==> config.mk <==
export PLATFORM = sky130hd
export DESIGN_NAME = dma_bus_arbiter_flat
export DESIGN_NICKNAME = d
export VERILOG_FILES = /design/src/rtl/dma_bus_arbiter_pkg.sv /design/src/rtl/dma_bus_arbiter_if.sv /design/src/rtl/dma_bus_arbiter_bus_sync.sv /design/src/rtl/dma_bus_arbiter.sv /design/src/flat_wrapper.sv
export SDC_FILE = /design/constraint.sdc
export NUM_CORES = 1
export LEC_CHECK = 0
export BUFFER_PORTS_ARGS = -buffer_cell sky130_fd_sc_hd__buf_4
export CAP_MARGIN = 40
export CORE_ASPECT_RATIO = 1.5
export CORE_MARGIN = 2
export CORE_UTILIZATION = 30
export DETAILED_ROUTE_END_ITERATION = 7
export PLACE_DENSITY = 0.55
export SLEW_MARGIN = 20
export SYNTH_ARGS = -nofsm -noshare
export SYNTH_HDL_FRONTEND = slang
export SYNTH_SLANG_ARGS = --single-unit
export TNS_END_PERCENT = 20
==> constraint.sdc <==
create_clock -name C7M -period 3.8 [get_ports C7M]
set_input_delay 0 -clock C7M [delete_from_list [all_inputs] [get_ports C7M]]
set_output_delay 0 -clock C7M [all_outputs]
set_load 0.005 [all_outputs]
==> src/rtl/dma_bus_arbiter_pkg.sv <==
// Shared types for the DMA bus arbiter: FSM state encoding and counter sizing.
package dma_bus_arbiter_pkg;

  localparam int STATE_W = 3;

  typedef enum logic [STATE_W-1:0] {
    CPU_OWN = 3'd0,
    REQ_CPU = 3'd1,
    GRANTED = 3'd2,
    DMA     = 3'd3,
    RECOVER = 3'd4
  } arb_state_e;

  // Width of the shared GRANTED/RECOVER counter: one bit beyond the larger limit,
  // so the counter can saturate without ever wrapping.
  function automatic int cnt_width(input int a, input int b);
    return $clog2((a > b) ? a : b) + 1;
  endfunction

endpackage

==> src/rtl/dma_bus_arbiter_if.sv <==
// Bus arbitration signals between the arbiter, the 68SEC000 and the motherboard.
interface dma_bus_arbiter_if;
  import dma_bus_arbiter_pkg::*;

  logic               BR_n_IN;
  logic               BGACK_n;
  logic               AS_MB_n_IN;
  logic               BG_CPU_n;
  logic               AS_CPU_n;
  logic               BR_CPU_n;
  logic               BG_n_OUT;
  logic               BG_n_OE;
  logic               DMA_ACTIVE;
  logic               TIMEOUT_PULSE;
  logic [STATE_W-1:0] STATE;

  // Arbiter side.
  modport master (
    input  BR_n_IN, BGACK_n, AS_MB_n_IN, BG_CPU_n, AS_CPU_n,
    output BR_CPU_n, BG_n_OUT, BG_n_OE, DMA_ACTIVE, TIMEOUT_PULSE, STATE
  );

  // Board / CPU side.
  modport slave (
    output BR_n_IN, BGACK_n, AS_MB_n_IN, BG_CPU_n, AS_CPU_n,
    input  BR_CPU_n, BG_n_OUT, BG_n_OE, DMA_ACTIVE, TIMEOUT_PULSE, STATE
  );

endinterface

==> src/rtl/dma_bus_arbiter_bus_sync.sv <==
// N-stage synchroniser for one asynchronous, active-low motherboard input.
// Resets to 1 so every line reads as inactive until real samples arrive.
module dma_bus_arbiter_bus_sync #(
  parameter int SYNC_STAGES = 2
) (
  input  logic clk,
  input  logic rst,
  input  logic d,
  output logic q
);

  logic [SYNC_STAGES-1:0] stage;

  // Shift the raw input through the synchroniser chain.
  always_ff @(posedge clk) begin
    if (rst) begin
      stage <= '1;
    end else begin
      stage[0] <= d;
      for (int i = 1; i < SYNC_STAGES; i++) begin
        stage[i] <= stage[i-1];
      end
    end
  end

  assign q = stage[SYNC_STAGES-1];

endmodule

==> src/rtl/dma_bus_arbiter.sv <==
// Bus-ownership controller: maps Amiga 3-wire arbitration (BR/BG/BGACK) onto the
// 68SEC000 2-wire BR/BG pair, with input sync, grant timeout and CPU recovery window.
module dma_bus_arbiter
  import dma_bus_arbiter_pkg::*;
#(
  parameter int SYNC_STAGES    = 2,
  parameter int GRANT_TIMEOUT  = 256,
  parameter int RECOVER_CYCLES = 4
) (
  input  logic C7M,
  input  logic RESET,
  input  logic DMA_EN,
  dma_bus_arbiter_if.master bus
);

  localparam int CNT_W = cnt_width(GRANT_TIMEOUT, RECOVER_CYCLES);
  localparam logic [CNT_W-1:0] GRANT_LAST = CNT_W'(GRANT_TIMEOUT - 1);
  localparam logic [CNT_W-1:0] REC_LAST   = CNT_W'(RECOVER_CYCLES - 1);
  localparam logic [CNT_W-1:0] CNT_ONE    = CNT_W'(1);

  logic br_s, bgack_s, as_mb_s;

  dma_bus_arbiter_bus_sync #(.SYNC_STAGES(SYNC_STAGES)) u_sync_br (
    .clk(C7M), .rst(RESET), .d(bus.BR_n_IN), .q(br_s)
  );
  dma_bus_arbiter_bus_sync #(.SYNC_STAGES(SYNC_STAGES)) u_sync_bgack (
    .clk(C7M), .rst(RESET), .d(bus.BGACK_n), .q(bgack_s)
  );
  dma_bus_arbiter_bus_sync #(.SYNC_STAGES(SYNC_STAGES)) u_sync_as_mb (
    .clk(C7M), .rst(RESET), .d(bus.AS_MB_n_IN), .q(as_mb_s)
  );

  arb_state_e       state;
  logic [CNT_W-1:0] cnt;
  logic             br_cpu_n, bg_n_out, bg_n_oe, dma_active, timeout_pulse;

  // Arbitration FSM with the shared saturating counter and all registered outputs.
  always_ff @(posedge C7M) begin
    if (RESET) begin
      state         <= CPU_OWN;
      cnt           <= '0;
      br_cpu_n      <= 1'b1;
      bg_n_out      <= 1'b1;
      bg_n_oe       <= 1'b0;
      dma_active    <= 1'b0;
      timeout_pulse <= 1'b0;
    end else begin
      timeout_pulse <= 1'b0;
      bg_n_oe       <= DMA_EN;
      unique case (state)
        CPU_OWN: begin
          if (DMA_EN && !br_s) begin
            state    <= REQ_CPU;
            br_cpu_n <= 1'b0;
            cnt      <= '0;
          end
        end
        REQ_CPU: begin
          // A withdrawn request returns straight to the CPU; the CPU never lost the bus.
          if (br_s) begin
            state    <= CPU_OWN;
            br_cpu_n <= 1'b1;
            cnt      <= '0;
          end else if (!DMA_EN) begin
            state    <= RECOVER;
            br_cpu_n <= 1'b1;
            bg_n_out <= 1'b1;
            cnt      <= '0;
          end else if (!bus.BG_CPU_n && bus.AS_CPU_n && as_mb_s) begin
            state    <= GRANTED;
            bg_n_out <= 1'b0;
            cnt      <= '0;
          end
        end
        GRANTED: begin
          // An acknowledge wins over every withdrawal reason, including the timeout edge.
          if (!bgack_s) begin
            state      <= DMA;
            bg_n_out   <= 1'b1;
            dma_active <= 1'b1;
            cnt        <= '0;
          end else if (br_s || !DMA_EN) begin
            state    <= RECOVER;
            br_cpu_n <= 1'b1;
            bg_n_out <= 1'b1;
            cnt      <= '0;
          end else if (cnt == GRANT_LAST) begin
            state         <= RECOVER;
            br_cpu_n      <= 1'b1;
            bg_n_out      <= 1'b1;
            timeout_pulse <= 1'b1;
            cnt           <= '0;
          end else if (cnt != '1) begin
            cnt <= cnt + CNT_ONE;
          end
        end
        DMA: begin
          // End of tenure: hand straight to a waiting master, else give the CPU its window.
          if (bgack_s) begin
            dma_active <= 1'b0;
            cnt        <= '0;
            if (!br_s && DMA_EN) begin
              state    <= GRANTED;
              bg_n_out <= 1'b0;
            end else begin
              state    <= RECOVER;
              br_cpu_n <= 1'b1;
              bg_n_out <= 1'b1;
            end
          end
        end
        RECOVER: begin
          if (cnt == REC_LAST) begin
            state <= CPU_OWN;
            cnt   <= '0;
          end else if (cnt != '1) begin
            cnt <= cnt + CNT_ONE;
          end
        end
        default: begin
          state    <= CPU_OWN;
          br_cpu_n <= 1'b1;
          bg_n_out <= 1'b1;
          cnt      <= '0;
        end
      endcase
    end
  end

  assign bus.BR_CPU_n      = br_cpu_n;
  assign bus.BG_n_OUT      = bg_n_out;
  assign bus.BG_n_OE       = bg_n_oe;
  assign bus.DMA_ACTIVE    = dma_active;
  assign bus.TIMEOUT_PULSE = timeout_pulse;
  assign bus.STATE         = state;

endmodule

==> src/flat_wrapper.sv <==
// flat-port wrapper written by rule: the top's interface ports become plain ports
module dma_bus_arbiter_flat import dma_bus_arbiter_pkg::*;
#(
  parameter int SYNC_STAGES    = 2,
  parameter int GRANT_TIMEOUT  = 256,
  parameter int RECOVER_CYCLES = 4
)
  (C7M, RESET, DMA_EN, bus_BR_n_IN, bus_BGACK_n, bus_AS_MB_n_IN, bus_BG_CPU_n, bus_AS_CPU_n, bus_BR_CPU_n, bus_BG_n_OUT, bus_BG_n_OE, bus_DMA_ACTIVE, bus_TIMEOUT_PULSE, bus_STATE);
  dma_bus_arbiter_if bus_i ();
  input  logic C7M;
  input  logic RESET;
  input  logic DMA_EN;
  input wire logic [$bits(bus_i.BR_n_IN)-1:0] bus_BR_n_IN;
  input wire logic [$bits(bus_i.BGACK_n)-1:0] bus_BGACK_n;
  input wire logic [$bits(bus_i.AS_MB_n_IN)-1:0] bus_AS_MB_n_IN;
  input wire logic [$bits(bus_i.BG_CPU_n)-1:0] bus_BG_CPU_n;
  input wire logic [$bits(bus_i.AS_CPU_n)-1:0] bus_AS_CPU_n;
  output wire logic [$bits(bus_i.BR_CPU_n)-1:0] bus_BR_CPU_n;
  output wire logic [$bits(bus_i.BG_n_OUT)-1:0] bus_BG_n_OUT;
  output wire logic [$bits(bus_i.BG_n_OE)-1:0] bus_BG_n_OE;
  output wire logic [$bits(bus_i.DMA_ACTIVE)-1:0] bus_DMA_ACTIVE;
  output wire logic [$bits(bus_i.TIMEOUT_PULSE)-1:0] bus_TIMEOUT_PULSE;
  output wire logic [$bits(bus_i.STATE)-1:0] bus_STATE;
  assign bus_i.BR_n_IN = bus_BR_n_IN;
  assign bus_i.BGACK_n = bus_BGACK_n;
  assign bus_i.AS_MB_n_IN = bus_AS_MB_n_IN;
  assign bus_i.BG_CPU_n = bus_BG_CPU_n;
  assign bus_i.AS_CPU_n = bus_AS_CPU_n;
  assign bus_BR_CPU_n = bus_i.BR_CPU_n;
  assign bus_BG_n_OUT = bus_i.BG_n_OUT;
  assign bus_BG_n_OE = bus_i.BG_n_OE;
  assign bus_DMA_ACTIVE = bus_i.DMA_ACTIVE;
  assign bus_TIMEOUT_PULSE = bus_i.TIMEOUT_PULSE;
  assign bus_STATE = bus_i.STATE;
  dma_bus_arbiter #(.SYNC_STAGES(SYNC_STAGES), .GRANT_TIMEOUT(GRANT_TIMEOUT), .RECOVER_CYCLES(RECOVER_CYCLES)) u_core (.C7M(C7M), .RESET(RESET), .DMA_EN(DMA_EN), .bus(bus_i));
endmodule
Word-level counts from Yosys, hierarchy flattened
Cells that the tools add are included.
Widths: inputs -> output; s select.
{"block": "word_totals", "register_bits": 23, "input_bits": 8, "output_inout_bits": 8, "word_cells": 92}
{"block": "op_classes", "addsub": 1, "n_eq_ne": 19, "muxes": 42, "bitwise": 4, "reduce_logical": 16}
{"cell": "$mux 9", "n": 10}
{"cell": "$pmux 9 s5", "n": 1}
{"cell": "$mux 3", "n": 10}
{"cell": "$mux 1", "n": 17}
{"cell": "$pmux 3 s5", "n": 1}
{"cell": "$ne 2x2->1 const B", "n": 5}
{"cell": "$reduce_and 5->1", "n": 2}
{"cell": "$add 9x1->9 const B", "n": 1}
{"cell": "$eq 9x2->1 const B", "n": 1}
{"cell": "$eq 9x8->1 const B", "n": 1}
{"cell": "$ne 9x9->1 const B", "n": 1}
{"cell": "$reduce_and 7->1", "n": 1}
{"cell": "$eq 3x2->1 const B", "n": 2}
{"cell": "$reduce_and 3->1", "n": 2}
{"cell": "$pmux 1 s5", "n": 1}
{"cell": "$ne 2x1->1 const B", "n": 2}
{"cell": "$ne 4x2->1 const B", "n": 1}
{"cell": "$ne 4x3->1 const B", "n": 1}
{"cell": "$not 1->1", "n": 4}
{"cell": "$pmux 1 s4", "n": 1}
{"cell": "$reduce_or 4->1", "n": 1}
{"cell": "$eq 3x1->1 const B", "n": 1}
{"cell": "$eq 3x3->1 const B", "n": 1}
{"cell": "$logic_and 1x1->1", "n": 3}
{"cell": "other kinds (9)", "n": 11}

Depth between registers and ports, before layout
{"block": "logic_depth", "ltp_word": 7, "depth_mapped": 7, "mapped_depth_nobuf": 6}

By module
From an unflattened synthesis, not the netlist that was laid out.
{"block": "unflattened", "cells_unflattened": 136, "hier_area_um2": 1255.0}
{"module": "dma_bus_arbiter", "instances": 1, "cells_each": 124, "area_per_inst_um2": 1097.3, "seq_area_each_um2": 340.3}
{"module": "dma_bus_arbiter_bus_sync", "instances": 3, "cells_each": 4, "area_per_inst_um2": 52.6, "seq_area_each_um2": 40.0}

Worst setup path before layout
Ideal clock, no wire load.
{"block": "synth_timing", "path_type": "reg-to-reg", "startpoint": "reg u_core.cnt[0]", "endpoint": "reg u_core.bg_n_out (netlist: u_core.bus.BG_n_OUT)", "setup_ns": 0.120, "arrival_time_ns": 1.973, "required_time_ns": 3.680, "path_slack_ns": 1.707, "path_stages_with_launch": 7, "n_path_buf": 0, "synth_period_minus_slack_ns": 2.093, "cell_sequence": "dfxtp_1 ha_1 nand2_1 or4b_4 and2_1 a2111o_1 a211o_1"}
{"block": "synth_via", "elab_chain_len": 3}
{"element": "start: declaration", "line": "dma_bus_arbiter.sv:34", "rtl": "logic [CNT_W-1:0] cnt;"}
{"element": "start signal: assignment", "line": "dma_bus_arbiter.sv:94", "rtl": "cnt <= cnt + CNT_ONE;"}
{"element": "start signal: assignment", "line": "dma_bus_arbiter.sv:117", "rtl": "cnt <= cnt + CNT_ONE;"}
{"element": "$eq 9x8->1", "line": "dma_bus_arbiter.sv:87", "rtl": "end else if (cnt == GRANT_LAST) begin"}
{"element": "$ne 4x2->1 (no line)"}
{"element": "$reduce_and 5->1 (no line)"}
{"element": "end signal: assignment", "line": "dma_bus_arbiter.sv:85", "rtl": "bg_n_out <= 1'b1;"}
{"element": "end signal: assignment", "line": "dma_bus_arbiter.sv:90", "rtl": "bg_n_out <= 1'b1;"}
{"element": "end signal: assignment", "line": "dma_bus_arbiter.sv:104", "rtl": "bg_n_out <= 1'b0;"}
{"element": "end: declaration", "line": "dma_bus_arbiter.sv:35", "rtl": "logic br_cpu_n, bg_n_out, bg_n_oe, dma_active, timeout_pulse;"}
Every way passes these cells.
A chain may end at the register's enable or synchronous reset.

Final worst setup path
{"block": "layout_timing", "startpoint": "reg u_core.cnt[0]", "endpoint": "reg u_core.state[1] (netlist: u_core.bus.STATE[1])"}
{"block": "layout_via", "elab_chain_len": 3, "elab_cells_between_ends": 5, "classes_between": "eq/ne (4); reduce/logical (1)"}
{"element": "$eq 9x8->1 or $eq 9x2->1 (tied branches)", "line": "dma_bus_arbiter.sv:87, dma_bus_arbiter.sv:113"}
{"element": "$ne 4x2->1 (no line) or $ne 2x1->1 (tied branches)"}
{"element": "$reduce_and 5->1 (no line) *"}
{"element": "end signal: assignment", "line": "dma_bus_arbiter.sv:83", "rtl": "state <= RECOVER;"}
{"element": "end signal: assignment", "line": "dma_bus_arbiter.sv:88", "rtl": "state <= RECOVER;"}
{"element": "end signal: assignment", "line": "dma_bus_arbiter.sv:103", "rtl": "state <= GRANTED;"}
{"element": "end: declaration", "line": "dma_bus_arbiter.sv:33", "rtl": "arb_state_e state;"}
Mark *: on every way between the ends. The rest lies on a longest branch, timed or not.

==> flow_summary.json <==
{
  "status": "complete, no violations",
  "endpoint_kind": "register",
  "first_pass_iters": 4,
  "antenna_cells": 0,
  "drv_slew": 0,
  "fin_setup_tns_ns": 0,
  "netlist_instances": 141,
  "grt_pass1_wl_um": 4609,
  "clock_latency_ns": 0.26,
  "crit_required_ns": 4.00,
  "synth-seq-cells": 23,
  "grt_pass1_vias": 1057,
  "cellPowerDensity_mw_per_mm2": 335.8,
  "power.total_uw": 462.6,
  "antenna_found_initial": 0,
  "crit_arrival_ns": 2.56,
  "p_seq_share_pct": 55.5,
  "p_leak_nw": 0.5006,
  "cts_root_buf": "clkbuf_8",
  "rows": 27,
  "p_switching_uw": 114.2,
  "hp-class": "in2reg",
  "critPathKind": "reg2reg",
  "min_period_ns": 2.362,
  "layout-drive-gt1-share_pct": 19.50,
  "rsz0062_at_grt": "false",
  "swShare_pct": 24.69,
  "cpPeakStageDelay_ns": 0.51,
  "clk_path_buf_depth": 2,
  "critPathSlowestCell": "or4_1",
  "slew_headroom_pct": 53.40,
  "p_int_uw": 348.4,
  "syn_area_per_cell_um2": 8.084,
  "via_per_inst": 5.530,
  "syn_to_final_growth_pct": 20.86,
  "initialDrtViolationCount": 28,
  "core-area_mm2": 0.003649,
  "ys_seq_area_share_pct": 40.40,
  "path_max_fanout": 13,
  "post-dp-hpwl_um": 2049,
  "vias": 1117,
  "max_cap_violations": 0,
  "pin_count": 16,
  "cts_tree": "yes",
  "crit_path_cell_trace": "ha_1 > or4b_1 > o211a_1 > a21o_1 > or4_1 > a21oi_1",
  "cts.sink_count": 23,
  "cts_buffers": 3,
  "drc": 0,
  "synth_nets": 150,
  "fin_crit_sh_pct": 62.16,
  "ir_drop_mv": 0.1476,
  "worst_pin_slew_ns": 0.6937,
  "p_clk_share_pct": 32.3,
  "layout_common_cells": "23 x dfxtp_1, 16 x buf_4, 15 x a21oi_1",
  "fmax_mhz": 423.4,
  "postLayoutCoreUtil_pct": 37.76,
  "syn_area_mm2": 0.001140,
  "fin_ws_ns": 1.438,
  "die_w_um": 54.33,
  "die_area_mm2": 0.004319,
  "io_buffers": 15,
  "path_clk_slew_ns": 0.08,
  "routed_wirelength_um": 2764,
  "die_h_um": 79.49,
  "grt_max_degree": 25,
  "nets": 169,
  "place.gp.congestion": 0.8259,
  "initial_utilization_pct": 31.24,
  "ant_nets": 0,
  "hold_viol": 0,
  "finalSetupViolations": 0,
  "combPwrFrac_pct": 12.2,
  "yosysWarnings": 0,
  "grt_use_total_pct": 14.34,
  "gr-total-overflow": 0,
  "h-tree-depth": 1,
  "finalClockSkew_ns": 0.007303,
  "critPathLaunchType": "register",
  "wire_per_inst_um": 13.68,
  "pre_cts_ws_ns": 1.482,
  "mostFrequentLayoutCell": "dfxtp_1",
  "synth.distinct_cells": 37,
  "whs_ns": 0.07195
}
[layer usage]
| metal | vias up | wire, um | GRT usage, % |
|---|---|---|---|
| li1 | 554 | - | - |
| met1 | 527 | 1102 | 15.20 |
| met2 | 30 | 1506 | 26.27 |
| met3 | 6 | 102 | 2.247 |
| met4 | 0 | 52 | 6.250 |
| met5 | - | 0 | 0 |
[final cells by class]
| type | instances | area [um2] |
|---|---|---|
| clock buffers | 3 | 41.29 |
| clock inverters | 1 | 5.005 |
| fillers | 393 | 2271 |
| inverters | 4 | 15.01 |
| multi-input cells | 108 | 641.9 |
| flip-flops and latches | 23 | 460.4 |
| well taps | 43 | 53.80 |
| repair buffers | 20 | 160.2 |
[cell usage after synthesis]
cell type	number	area [um2]
nand3b_1	4	30.03
o2111ai_1	1	8.760
ha_1	1	12.51
a2111o_1	1	11.26
nand2_1	13	48.80
a21o_1	1	7.510
a31oi_1	4	25.02
a211o_1	1	8.760
or4b_1	1	10.01
nor3_1	5	25.02
nand2b_1	2	12.51
nand4_1	2	12.51
nor2_1	11	41.29
a31o_2	2	17.52
a21oi_1	15	75.07
nand3_1	9	45.04
o31ai_1	1	7.510
and2_1	1	6.260
o21ai_0	5	25.02
nor4_1	4	25.02
o211a_1	1	10.01
or4_1	3	22.52
nor2b_1	3	18.77
a311oi_1	1	8.760
o21ba_2	1	10.01
nand4_2	1	12.51
or2_2	6	37.54
o211ai_1	2	15.01
clkbuf_1	6	22.52
or4b_4	1	13.76
inv_1	4	15.01
xnor2_1	1	8.760
or3_1	1	6.260
nor3b_1	1	7.510
o21bai_1	1	7.510
dfxtp_1	23	460.4
o21a_1	1	7.510
[stage by stage]
| stage | instance area, um2 | instances |
|---|---|---|
| 2_1_floorplan | 1140 | 141 |
| 4_1_cts | 1378 | 202 |
| 6_report | 1378 | 202 |
| 3_3_place_gp | 1284 | 193 |
| 5_1_grt | 1378 | 202 |
| 3_5_place_dp | 1291 | 194 |
[power groups by stage]
stage | Sequential, mW | Combinational [mW] | Clock (mW)
2_1_floorplan | 0.258 | 0.0344 | 0
5_1_grt | 0.258 | 0.0650 | 0.167
3_3_place_gp | 0.262 | 0.0514 | 0
3_5_place_dp | 0.262 | 0.0532 | 0
6_report | 0.257 | 0.0567 | 0.149
4_1_cts | 0.257 | 0.0569 | 0.158
[registers in the layout (all words and copies together), names as in the netlist]
register	count
u_core.bus.BG_n_OE	1
u_core.bus.BG_n_OUT	1
u_core.bus.BR_CPU_n	1
u_core.bus.DMA_ACTIVE	1
u_core.bus.STATE	3
u_core.bus.TIMEOUT_PULSE	1
u_core.cnt	9
u_core.u_sync_as_mb.stage	2
u_core.u_sync_bgack.stage	2
u_core.u_sync_br.stage	2
[critical path, delay by kind of cell (launching register included)]
kind | cells | cell delay (ns)
flops | 1 | 0.40
simple gates | 2 | 0.95
fa+ha+maj | 1 | 0.22
compound gates | 3 | 0.74
[repair_timing]
| item | CTS | global route |
|---|---|---|
| endpoints found under the hold margin | 4 | 0 |
| buffers inserted | 0 | 0 |
| hold buffers | 4 | 0 |
| gates resized for setup | 0 | 0 |
[logic make-up (layout without fill, tap and decap cells)]
kind of cell / count (synthesis) / in the layout / synth area share (%)
buffers and inverters: 10 / 28 / 3.293
adders and majority gates: 1 / 1 / 1.098
xor gates and xnor gates: 1 / 1 / 0.7685
and+or+nand+nor: 68 / 68 / 32.93
AOI/OAI and AO/OA: 38 / 38 / 21.52
DFF: 23 / 23 / 40.40
[path summary, 6_finish.rpt]
check | start | to | slack [ns] | cells after the start
max | u_core.cnt[0]$_SDFFE_PP0P_ | u_core.bus.STATE[1]$_SDFFE_PP0P_ | 1.44 | 6
min | RESET | u_core.bus.DMA_ACTIVE$_SDFFE_PP0P_ | 0.07 | 2
max reg2reg | u_core.cnt[0]$_SDFFE_PP0P_ | u_core.bus.STATE[1]$_SDFFE_PP0P_ | 1.44 | 6
min reg2reg | u_core.u_sync_as_mb.stage[0]$_SDFF_PP1_ | u_core.u_sync_as_mb.stage[1]$_SDFF_PP1_ | 0.41 | 1
No activity file was read; power rests on OpenSTA's default activity.
